`src/rtl/cla_multiword_sequencer.sv`:
```
// cla_multiword_sequencer: WIDTH-bit add/subtract built by time-sharing one
// 4-bit carry-lookahead slice, one nibble per cycle, LSB nibble first.
// Ports:
//   clk, rst_n              clock, async active-low reset
//   in_valid/in_ready       operand handshake (ready only in IDLE)
//   in0, in1, carry_in, sub operands; sub=1 computes in0 - in1 - carry_in
//   out_valid/out_ready     result handshake (valid only in DONE)
//   sum, carry_out,overflow registered result; carry_out=1 means no borrow on sub
//   busy                    high in RUN or DONE

module carry_lookahead_adder_4bits (
  input  logic [3:0] a,
  input  logic [3:0] b,
  input  logic       cin,
  output logic [3:0] s,
  output logic       cout
);
  logic [3:0] p, g;
  logic [4:0] c;

  assign p = a ^ b;
  assign g = a & b;

  // Flattened lookahead equations; no ripple between bit positions.
  assign c[0] = cin;
  assign c[1] = g[0] | (p[0] & cin);
  assign c[2] = g[1] | (p[1] & g[0]) | (p[1] & p[0] & cin);
  assign c[3] = g[2] | (p[2] & g[1]) | (p[2] & p[1] & g[0]) | (p[2] & p[1] & p[0] & cin);
  assign c[4] = g[3] | (p[3] & g[2]) | (p[3] & p[2] & g[1]) | (p[3] & p[2] & p[1] & g[0])
              | (p[3] & p[2] & p[1] & p[0] & cin);

  assign s    = p ^ c[3:0];
  assign cout = c[4];
endmodule

module cla_multiword_sequencer #(
  parameter int WIDTH = 16
) (
  input  logic             clk,
  input  logic             rst_n,
  input  logic             in_valid,
  output logic             in_ready,
  input  logic [WIDTH-1:0] in0,
  input  logic [WIDTH-1:0] in1,
  input  logic             carry_in,
  input  logic             sub,
  output logic             out_valid,
  input  logic             out_ready,
  output logic [WIDTH-1:0] sum,
  output logic             carry_out,
  output logic             overflow,
  output logic             busy
);
  localparam int NIBBLES = WIDTH / 4;
  localparam int IDXW    = (NIBBLES > 1) ? $clog2(NIBBLES) : 1;

  typedef enum logic [1:0] {IDLE, RUN, DONE} state_t;

  state_t            state, state_nxt;
  logic [IDXW-1:0]   idx;
  logic [WIDTH-1:0]  a_reg, b_reg, sum_reg;
  logic              c_reg, co_reg, ov_reg;
  logic [3:0]        a_nib, b_nib, s_nib;
  logic              c4, last;

  assign a_nib = a_reg[idx*4 +: 4];
  assign b_nib = b_reg[idx*4 +: 4];
  assign last  = (idx == IDXW'(NIBBLES - 1));

  carry_lookahead_adder_4bits u_slice (
    .a    (a_nib),
    .b    (b_nib),
    .cin  (c_reg),
    .s    (s_nib),
    .cout (c4)
  );

  always_ff @(posedge clk or negedge rst_n) begin
    if (!rst_n) state <= IDLE;
    else        state <= state_nxt;
  end

  always_comb begin
    state_nxt = state;
    case (state)
      IDLE:    if (in_valid)  state_nxt = RUN;
      RUN:     if (last)      state_nxt = DONE;
      DONE:    if (out_ready) state_nxt = IDLE;
      default:                state_nxt = IDLE;
    endcase
  end

  // Subtract is A + ~B + ~borrow_in, so operand B and the incoming carry are
  // inverted once at accept time and the slice only ever adds.
  always_ff @(posedge clk or negedge rst_n) begin
    if (!rst_n) begin
      a_reg   <= '0;
      b_reg   <= '0;
      sum_reg <= '0;
      idx     <= '0;
      c_reg   <= 1'b0;
      co_reg  <= 1'b0;
      ov_reg  <= 1'b0;
    end else begin
      case (state)
        IDLE: if (in_valid) begin
          a_reg <= in0;
          b_reg <= sub ? ~in1 : in1;
          c_reg <= sub ^ carry_in;
          idx   <= '0;
        end
        RUN: begin
          sum_reg[idx*4 +: 4] <= s_nib;
          c_reg               <= c4;
          if (last) begin
            co_reg <= c4;
            // carry into bit 3 recovered from the slice's bit-3 sum
            ov_reg <= c4 ^ (a_nib[3] ^ b_nib[3] ^ s_nib[3]);
          end else begin
            idx <= idx + 1'b1;
          end
        end
        default: ;
      endcase
    end
  end

  assign in_ready  = (state == IDLE);
  assign out_valid = (state == DONE);
  assign busy      = (state == RUN) || (state == DONE);
  assign sum       = sum_reg;
  assign carry_out = co_reg;
  assign overflow  = ov_reg;
endmodule

```
`config.mk`:
```
export PLATFORM = sky130hd
export DESIGN_NAME = cla_multiword_sequencer
export DESIGN_NICKNAME = d
export VERILOG_FILES = /design/src/rtl/cla_multiword_sequencer.sv
export SDC_FILE = /design/constraint.sdc
export NUM_CORES = 1
export LEC_CHECK = 0
export ABC_AREA = 1
export BUFFER_PORTS_ARGS = -buffer_cell sky130_fd_sc_hd__buf_2
export CAP_MARGIN = 30
export CORE_MARGIN = 2
export CORE_UTILIZATION = 49
export CTS_BUF_LIST = sky130_fd_sc_hd__clkbuf_8 sky130_fd_sc_hd__clkbuf_16
export CTS_CLUSTER_SIZE = 8
export DETAILED_ROUTE_END_ITERATION = 8
export GPL_TIMING_DRIVEN = 0
export PLACE_DENSITY = 0.8
export SLEW_MARGIN = 40
export SYNTH_ARGS = -nofsm -noshare
export SYNTH_HDL_FRONTEND = slang
export SYNTH_SLANG_ARGS = --single-unit
```
`constraint.sdc`:
```
create_clock -name clk -period 2.1 [get_ports clk]
set_clock_uncertainty 0.1 [all_clocks]
set_input_delay 0.105 -clock clk [delete_from_list [all_inputs] [get_ports clk]]
set_output_delay 0.105 -clock clk [all_outputs]
set_load 0.03 [all_outputs]
```
==> out/qor.txt, run 1 <==
Max incr delay on CP - 0.51 ns
Clk pwr share - 8.4%
Final Hold Slack - -0.00406 ns
Pins Over Slew Limit - 0
First-pass GRT wire length - 11,100 µm
Yosys top cell by area - dfrtp_1
Logic pwr share - 64.5%
Setup violators final - 13
Max Cap Viol - 0
CTS tree - built
RSZ-0062 raised after global routing - true
Hold Vio Cnt, Final - 1
Yosys cell types - 28
Post-route cell area - 4030 µm²
Global Route Usage Sum - 22.6%
Die Ht - 79.7 µm
Detailed Place HPWL - 4420 µm
Critical path arrival - 2.42 ns
Worst min path class - in -> reg
Core area - 5540 µm²
Sw power - 3.08 mW
Commonest cells in the netlist - nand2_1 (57), dfrtp_1 (55), o21ai_0 (49)
Syn_nets - 352
First-pass DRT Iterations - 4
Initial cell density of the core - 50.7%
Post-Syn Instances - 299
Tcrit/Tclk final - 110%
Initial antenna violation count - 0
Critical Path End Type - flop
Synth top area cells - dfrtp_1 (49%), o21ai_0 (8.7%), nand2_1 (7.6%)
CTS buffer count - 5
Int Pwr - 3.65 mW
H-tree levels - 2
Sink Count - 55
Grt met2 use - 40.2%
Row cnt - 27
Buffers and inverters on the worst path - 3
Leak - 1.92 nW
GR Overflow Total - 0
Clk_lat worst skew - 0.32 ns
Number of global-route vias before repair - 2,451
Crit path cell chain - clkbuf_16, buf_4, o21ai_0, o22ai_1, ha_1, inv_1, nand3_2, nand3_2, nor2_2, nand2_1, nand2_1
Total wire length - 7970 µm
Via count - 2,655
Gr busiest metal - met2
Critical-path maximum fanout - 7
Worst setup SP type - flop
Slowest CP cell - dfrtp_2
Placed Area - 3190 µm²
Layout cells sized above 1 - 37.6%
Rel. slew slack - 54.8%
Deepest clock path buffer count - 2
GRT met3 Usage - 4.41%
Number of synthesized flops with an enable pin - 0
Share of the synthesized area in the top cell type - 49.0%
Worst-path clk slew - 0.09 ns
Power Density - 1670 nW/µm²
Seq pwr share - 27.1%
Initial DRC count - 233
Diode count - 0
Switching Share - 45.7%
Dpl ws - -0.489 ns
Post-synthesis sequential area ratio - 49.0%
Setup ws final - -0.210 ns
Fmax - 433 MHz
Detail-routed net length per standard cell - 16.5 µm
Failing checks - negative hold slack, negative setup slack
Reg2reg setup slack - -0.21 ns
Main synth FF type - dfrtp_1
Synth Register Bits - 55
Top cell family by delay on the critical path - flip-flops
IO Count - 59
Slew @ Worst Pin - 0.677 ns
Most common cell in the netlist - nand2_1
Root Driver - clkbuf_8
Mean Syn Cell Area - 9.40 µm²
WS Path Type - reg -> reg
Fill count - 404
Vias per cell - 5.49
GR Layer Usage met1 - 26.9%
Status - finished, violations left
Buffers on Ports - 57
Tmin final - 2.31 ns
Largest net degree at the start of global routing - 56
Post-synth ARST share - 100%
Die width - 79.7 µm
Area delta synth->final - 43.2%
Yosys warns - 0
Die area - 6360 µm²
WP data required - 2.21 ns
Post-DRT Antenna Nets - 0
Worst IR Drop VDD - 0.894 mV
DR DRC count - 0
Placer Congestion - 0.881
Netlist Area Pre-Place - 2810 µm²
# nets final - 464
cell usage in the layout (no fill, tap or decap), types with 3 or more instances in the layout:
master         netlist  layout
o22ai_2              0       4
mux2_2              16      16
nand3_1             10       8
nand2_2              1       3
ha_4                 0       3
nor2_1              22      13
o21ai_2              0       5
o21ai_1              0       9
clkbuf_8             0       5
buf_2                6      61
nand3_2              1       3
buf_6                0       3
inv_1               18      18
xnor2_1             17      16
o21ai_4              0       5
dfrtp_1             55      53
o21ai_0             49      30
nor2_2               3      11
dlygate4sd3_1        0      30
buf_4                2      18
ha_1                14      11
nand2_1             57      55
power groups by stage:
stage               Clock (mW)  Combinational, mW  Sequential (mW)
floorplan                    0               1.94             1.83
global placement             0               2.61             1.74
detailed placement           0               2.70             1.76
CTS                      0.564               3.27             1.74
global route             0.609               4.66             1.86
finish                   0.565               4.35             1.82
final timing paths:
kind | startpoint | end | cells after the start
worst max-delay path | idx[0] | sum[15] | 11
worst min-delay path | in1[12] | b_reg[12] | 3
worst max register to register | idx[0] | sum[15] | 11
worst min register to register | sum[8] | sum[8] | 2
max in group asynchronous | rst_n | idx[1] | 2
min in group asynchronous | rst_n | state[0] | 2
layer usage:
metal,share of wire [%],vias up
met3,6.0,22
met5,0,-
li1,-,1218
met2,53,125
met1,38,1290
met4,2.9,0
repair_timing:
item	in CTS	in global routing
resized for setup	34	53
cloned	0	1
endpoints found under the hold margin	84	0
setup buffers	11	6
pin swaps	13	15
endpoints found under the setup margin	19	13
hold buffers	30	0
tightest hold or removal path, stage by stage:
cell and delay (ns):
buf_2 0.09, xnor2_1 0.10, o21ai_0 0.08
through the flow:
| step | power (mW) | util, % | std cells | TNS (ns) |
|---|---|---|---|---|
| global route | 7.12 | 72.7 | 484 | -3.01 |
| floorplan | 3.77 | - | 299 | 0 |
| global placement | 4.35 | 57.5 | 428 | -5.57 |
| detailed placement | 4.46 | 57.6 | 428 | -6.63 |
| finish | 6.73 | 72.7 | 484 | -1.57 |
| CTS | 5.58 | 67.6 | 477 | -0.414 |
logic make-up after synthesis:
group | synth area share, %
adders and majority gates | 6.94
DFF | 49.0
xor gates and xnor gates | 6.23
and+or+nand+nor | 14.6
buffers and inverters | 4.67
muxes | 6.41
AOI/OAI and AO/OA | 12.2
area by class of cell:
cell class                      instances  area, µm²  share of cell area, %
Clock inverter                          3       12.5                  0.311
Tap cell                               72       90.1                   2.24
Sequential cell                        55       1380                   34.3
Timing Repair Buffer                  105        748                   18.6
Inverter                               19       77.6                   1.93
Clock buffer                            5       68.8                   1.71
Multi-Input combinational cell        213       1540                   38.4
Buffer                                 12        105                   2.61
Note: power is estimated with default switching activity, not from simulation.
==> run 2, diff against run 1 <==
--- a/config.mk
+++ b/config.mk
@@ -15,6 +15,7 @@
 export DETAILED_ROUTE_END_ITERATION = 8
 export GPL_TIMING_DRIVEN = 0
 export PLACE_DENSITY = 0.8
+export REMOVE_ABC_BUFFERS = 1
 export SLEW_MARGIN = 40
 export SYNTH_ARGS = -nofsm -noshare
 export SYNTH_HDL_FRONTEND = slang
==> run 2 against run 1 <==
Utilization is 5.1 points lower; largest cell class unchanged; first-iteration DRC count is 40% lower; the flow still finishes with violations (negative hold slack, negative setup slack); fmax is 0.17% lower; global-route usage is 1.6 points lower; non-clock buffer count is 20 lower; sequential power is 3% lower; total power is 14% lower; final area is 7.0% lower; highest routed layer unchanged; wire length is 19% lower; register-to-register slack hardly changed; die area stayed put.
==> out/qor.txt, run 2 (same netlist as run 1, synthesis figures left out) <==
Status - finished, violations left
Failing checks - negative hold slack, negative setup slack
Post-layout util - 67.5% (-5.1 points)
Pins Over Slew Limit - 0 (unchanged)
Critical-path maximum fanout - 7 (unchanged)
Post-route cell area - 3740 µm² (-7.0%)
Setup ws final - -0.214 ns (-0.00388 ns)
R2R cell count - 10 (-1)
Clk_lat worst skew - 0.30 ns (-0.02 ns)
Max Cap Viol - 0 (unchanged)
Tmin final - 2.31 ns (+0.00388 ns)
Worst min path class - in -> reg
Global Route Usage Sum - 21.1% (-1.6 points)
# nets final - 446 (-3.9%)
Critical Path End Type - flop
H-tree levels - 2 (unchanged)
Area delta synth->final - 33.1%
Placed Area - 3140 µm² (-1.7%)
Root Driver - clkbuf_8
Worst IR Drop VDD - 0.884 mV (-1.2%)
Placer Congestion - 0.806 (-8.5%)
Largest net degree at the start of global routing - 56 (unchanged)
WS Path Type - reg -> reg
Die area - 6360 µm² (unchanged)
Sink Count - 55 (unchanged)
Setup violators final - 19 (+6)
Deepest clock path buffer count - 2 (unchanged)
GR Overflow Total - 0 (unchanged)
IO Count - 59 (unchanged)
Hold Vio Cnt, Final - 2 (+1)
Most common cell on crit path - nand2_1
Dpl ws - -1.07 ns (-0.581 ns)
First-pass GRT wire length - 10,600 µm (-4.7%)
Worst flop-to-flop path startpoint - idx[0]
Diode count - 0 (unchanged)
Tcrit/Tclk final - 110% (+0.18 points)
Most frequent cells in the layout - buf_2 (57), nand2_1 (55), dfrtp_1 (53)
Crit path cell chain - clkinvlp_4, o21ai_1, o22ai_4, ha_4, nand4_1, nand2_2, nand2_4, nand2_1, nand2_1, a21oi_1
Rel. slew slack - 54.5% (-0.34 points)
Initial DRC count - 139 (-40%)
Worst setup SP type - flop
Vias per cell - 5.08 (-7.3%)
Critical path arrival - 2.44 ns (+0.02 ns)
WP data required - 2.23 ns (+0.02 ns)
Initial antenna violation count - 0 (unchanged)
Number of global-route vias before repair - 2,361 (-3.7%)
Die width - 79.7 µm (unchanged)
Hold Path Cell Cnt - 3 (unchanged)
Buffers on Ports - 58 (+1.8%)
Slowest CP cell - dfrtp_4
Fmax - 432 MHz (-0.17%)
Row cnt - 27 (unchanged)
Total wire length - 6470 µm (-19%)
Post-DRT Antenna Nets - 0 (unchanged)
R2R Path End - c_reg
CTS buffer count - 5 (unchanged)
Layout cells sized above 1 - 30.5% (-7.2 points)
Via count - 2,369 (-11%)
Reg2reg setup slack - -0.21 ns (about the same)
Critical path launch point - idx[0]
Detailed Place HPWL - 3900 µm (-12%)
Hold endpoint - b_reg[6]
Die Ht - 79.7 µm (unchanged)
Initial cell density of the core - 50.7% (unchanged)
CTS tree - built
Final Hold Slack - -0.00603 ns (-0.00197 ns)
Leading cell type in the layout, fill and taps excluded - buf_2
DR DRC count - 0 (unchanged)
Slew @ Worst Pin - 0.683 ns (+0.00516 ns)
RSZ-0062 raised after global routing - true
Detail-routed net length per standard cell - 13.9 µm (-16%)
Power Density - 1550 nW/µm² (-7.6%)
Max incr delay on CP - 0.51 ns (about the same)
Leak - 1.80 nW (-6.4%)
Core area - 5540 µm² (unchanged)
First-pass DRT Iterations - 5 (+1)
Hold Startpoint - in1[6]
Worst-path clk slew - 0.09 ns (about the same)
Setup TNS Final - -2.16 ns (-0.590 ns)
## run 2: through the flow
| stage | total power [mW] | cells |
|---|---|---|
| floorplan | 3.72 | 287 |
| global placement | 4.27 | 417 |
| detailed placement | 4.40 | 417 |
| CTS | 5.44 | 465 |
| global route | 6.25 | 466 |
| finish | 5.78 | 466 |
## run 2: cell type report
type	instances	area [µm²]
repair buffers	97	666
inverters	19	76.3
multi-input cells	213	1430
repair inverters	2	15.0
fillers	428	1800
clock buffers	5	68.8
well taps	72	90.1
clock inverters	3	12.5
flip-flops and latches	55	1380
## run 2: what timing repair did
item / CTS / global route
endpoints found under the hold margin: 83 / 0
endpoints found under the setup margin: 21 / 19
gates cloned: 2 / 0
pin swaps: 8 / 5
setup buffers: 9 / 1
resized for setup: 29 / 15
hold buffers: 29 / 0
## run 2: worst max-delay path by stage
| stage | endpoint | slack (ns) | cells after the start |
|---|---|---|---|
| final | c_reg | -0.21 | 10 |
| after CTS | sum[15] | -0.17 | 13 |
| after global placement | sum[15] | -1.0 | 12 |
| after detailed placement | sum[15] | -1.07 | 12 |
| after global routing | c_reg | -0.34 | 10 |
| after floorplan | sum[15] | -0.40 | 13 |
## run 2: power by group
part | leakage [nW] | internal (mW) | switching (mW) | total [mW]
Combinational | 1.05 | 1.43 | 2.03 | 3.46
Sequential | 0.693 | 1.49 | 0.274 | 1.76
Clock | 0.0505 | 0.226 | 0.332 | 0.558
## run 2: worst max-delay path: cells and delay by family (launching register included)
| family | cells | cell delay, ns |
|---|---|---|
| compound gates | 3 | 0.58 |
| flops | 1 | 0.51 |
| fa+ha+maj | 1 | 0.30 |
| buf+inv | 1 | 0.20 |
| simple gates | 5 | 0.55 |
## run 2: per-layer routing
metal / vias to the layer above / global-route usage [%] / wire length [µm]
li1: 1174 / - / -
met5: - / 0 / 0
met3: 11 / 2.71 / 264
met1: 1120 / 27.3 / 2770
met2: 64 / 36.7 / 3340
met4: 0 / 6.78 / 91
==> run 3, diff against run 2 <==
--- a/config.mk
+++ b/config.mk
@@ -5,7 +5,7 @@
 export SDC_FILE = /design/constraint.sdc
 export NUM_CORES = 1
 export LEC_CHECK = 0
-export ABC_AREA = 1
+export ABC_AREA = 0
 export BUFFER_PORTS_ARGS = -buffer_cell sky130_fd_sc_hd__buf_2
 export CAP_MARGIN = 30
 export CORE_MARGIN = 2
@@ -14,7 +14,7 @@
 export CTS_CLUSTER_SIZE = 8
 export DETAILED_ROUTE_END_ITERATION = 8
 export GPL_TIMING_DRIVEN = 0
-export PLACE_DENSITY = 0.8
+export PLACE_DENSITY_LB_ADDON = 0.05
 export REMOVE_ABC_BUFFERS = 1
 export SLEW_MARGIN = 40
 export SYNTH_ARGS = -nofsm -noshare
==> run 3 against run 2 <==
The flow finishes with violations (negative setup slack); worst hold slack better by 0.014 ns; clock-buffer cell count up 1; via count decreased by 17%; critical path depth down 3; synthesized area decreased by 2.0%; utilization decreased by 1.2 points; clock power up 5.0%; largest cell class is now sequential cells.
==> out/qor.txt, run 3 <==
Netlist Area Pre-Place - 2760 µm² (-2.0%)
Setup ws final - -0.271 ns (-0.0570 ns)
Die area - 6240 µm² (-1.9%)
Most frequent cells in the layout - buf_2 (57), dfrtp_1 (53), dlygate4sd3_1 (31)
Leak - 1.70 nW (-5.6%)
Detailed Place HPWL - 3360 µm (-14%)
Root Driver - clkbuf_8
Tmin final - 2.37 ns (+0.0570 ns)
Row cnt - 27 (unchanged)
DR DRC count - 0 (unchanged)
Area of the multi-input gates - 1370 µm² (-4.7%)
Clk_lat worst skew - 0.30 ns (about the same)
Die width - 79 µm (-0.93%)
Met1 WL - 2340 µm (-15%)
Leading cell type in the layout, fill and taps excluded - buf_2
Area delta synth->final - 31.8%
Post-synth ARST share - 100% (unchanged)
Setup violators final - 19 (unchanged)
Worst min path class - in -> reg
Largest net degree at the start of global routing - 56 (unchanged)
Worst IR Drop VDD - 0.831 mV (-5.9%)
Share of the synthesized area in the top cell type - 49.9% (+0.98 points)
Layout cells sized above 1 - 36.8% (+6.4 points)
Met3 WL - 189 µm (-28%)
Sink Count - 55 (unchanged)
Synth Area in Compound Gates - 13.3% (+1.1 points)
Slew @ Worst Pin - 0.675 ns (-0.00786 ns)
Setup TNS Final - -3.47 ns (-1.30 ns)
Critical Path End Type - flop
Placed Area - 3080 µm² (-1.9%)
WP data required - 2.20 ns (-0.03 ns)
Yosys top cell by area - dfrtp_1
Failing checks - negative setup slack
Fill count - 454 (+6.1%)
GR Overflow Total - 0 (unchanged)
Initial antenna violation count - 0 (unchanged)
Top Metal Used - met4
Rel. slew slack - 55.0% (+0.52 points)
Synth top area cells - dfrtp_1 (50%), mux2_2 (6.9%), mux4_2 (6.5%)
Mean Syn Cell Area - 12.4 µm² (+32%)
Post-DRT Antenna Nets - 0 (unchanged)
Diode count - 0 (unchanged)
Worst setup SP type - flop
Top cell family by delay on the critical path - compound AO/OA/AOI/OAI gates
Final Total Pwr - 6.18 mW (+6.9%)
Commonest cells in the netlist - dfrtp_1 (55), nand2_1 (23), o21ai_0 (20)
Hold Path Cell Cnt - 3 (unchanged)
Placed Instances - 340 (-18%)
Initial cell density of the core - 50.4% (-0.38 points)
Total wire length - 5270 µm (-18%)
Post-layout util - 66.4% (-1.2 points)
CTS buffer count - 5 (unchanged)
Synth Register Bits - 55 (unchanged)
Combinational family with the most area after synthesis - multiplexers
Core area - 5470 µm² (-1.2%)
Dpl ws - -0.569 ns (+0.501 ns)
CTS tree - built
Post-route cell area - 3630 µm² (-2.9%)
Fmax - 422 MHz (-2.4%)
Buffers and inverters on the worst path - 1 (unchanged)
Number of synthesized flops with an enable pin - 0 (unchanged)
Critical-path maximum fanout - 5 (-2)
RSZ-0062 raised after global routing - true
Hold Vio Cnt, Final - 0 (-2)
Worst-path clk slew - 0.09 ns (about the same)
Reg2reg setup slack - -0.27 ns (-0.06 ns)
Pins Over Slew Limit - 0 (unchanged)
Yosys cell types - 36 (+29%)
Post-synthesis sequential area ratio - 49.9% (+0.98 points)
Most common cell in the netlist - dfrtp_1
# nets final - 368 (-17%)
First-pass DRT Iterations - 4 (-1)
Max Cap Viol - 0 (unchanged)
First-pass GRT wire length - 8850 µm (-16%)
Crit path cell chain - buf_12, mux4_2, ha_4, a211oi_2, o21bai_2, xor2_2, a22o_1
Power Density - 1700 nW/µm² (+10%)
Global Route Usage Sum - 18.1% (-2.9 points)
Simple-gate portion of the synthesized area - 5.86% (-8.7 points)
Via count - 1,978 (-17%)
Status - finished, violations left
Max incr delay on CP - 0.50 ns (about the same)
Critical path arrival - 2.47 ns (+0.03 ns)
Buffers on Ports - 58 (unchanged)
Post-Syn Instances - 222 (-26%)
Adder-cell share of the synthesized area - 7.08% (+0.14 points)
Non-Filler Instances - 387 (-17%)
IO Count - 59 (unchanged)
Critical path depth - 7 (-3)
Detail-routed net length per standard cell - 13.6 µm (-1.8%)
Final Hold Slack - 0.00763 ns (+0.0137 ns)
Die Ht - 79 µm (-0.93%)
Vias per cell - 5.11 (+0.54%)
Main synth FF type - dfrtp_1
Deepest clock path buffer count - 2 (unchanged)
Yosys warns - 0 (unchanged)
H-tree levels - 2 (unchanged)
Initial DRC count - 72 (-48%)
R2R cell count - 7 (-3)
Seq. cell area - 1380 µm² (unchanged)
Placer Congestion - 0.710 (-12%)
Number of global-route vias before repair - 1,977 (-16%)
Tcrit/Tclk final - 113% (+2.7 points)
WL met2 - 2700 µm (-19%)
WS Path Type - reg -> reg
Slowest CP cell - dfrtp_4
Multiplexer share of the synthesized area - 13.8% (+7.4 points)
Post-Synth XOR/XNOR Area - 6.63% (+0.40 points)
[run 3: cell types whose count changed after synthesis, moves of 3 or more]
cell / delta
nor2_2: -3
mux4_2: +8
nor2_1: -19
a22o_1: +16
inv_1: -12
o21ai_0: -29
o22ai_1: -7
nand3_1: -9
nand2_1: -34
a21oi_1: +4
[run 3: report_power, final]
part	total (mW)	internal, mW	switching [mW]	leakage, nW
registers	1.83	1.55	0.285	0.689
logic	3.76	1.75	2.01	0.962
clock network	0.586	0.260	0.327	0.0470
[run 3: final cells by class]
class | instances | share of cell area [%]
flip-flops and latches | 55 | 38.0
multi-input cells | 149 | 37.6
repair buffers | 98 | 18.9
well taps | 72 | 2.48
clock buffers | 6 | 2.27
inverters | 6 | 0.620
clock inverters | 1 | 0.138
[run 3: worst min-delay path: cells and delay by family]
family,cells,cell delay (ns)
xor gates and xnor gates,1,0.10
AOI/OAI and AO/OA,1,0.07
buffers and inverters,1,0.08
[run 3: final timing paths]
kind | start | to
max | idx[0] | sum[11]
min | in1[3] | b_reg[3]
max reg2reg | idx[0] | sum[11]
min reg2reg | b_reg[8] | b_reg[8]
max in group asynchronous | rst_n | idx[0]
min in group asynchronous | rst_n | sum[8]
[run 3: cell families (layout without fill, tap and decap cells)]
kind of cell / after synthesis / in the layout
DFF: 55 / 55
AOI/OAI and AO/OA: 54 / 54
and+or+nand+nor: 34 / 34
muxes: 26 / 26
xor gates and xnor gates: 20 / 20
buffers and inverters: 18 / 111
adders and majority gates: 15 / 15
[run 3: layer usage]
layer / up-vias / global-route usage [%]
met5: - / 0
met4: 0 / 4.31
met3: 5 / 3.75
met2: 46 / 31.1
met1: 956 / 23.7
li1: 971 / -
[run 3: repair_timing]
item | 4_1_cts | 5_1_grt
cloned | 0 | 0
buffers inserted | 8 | 1
pin swaps | 11 | 3
endpoints found under the setup margin | 19 | 19
hold buffers | 31 | 0
endpoints found under the hold margin | 85 | 0
gates resized for setup | 13 | 1
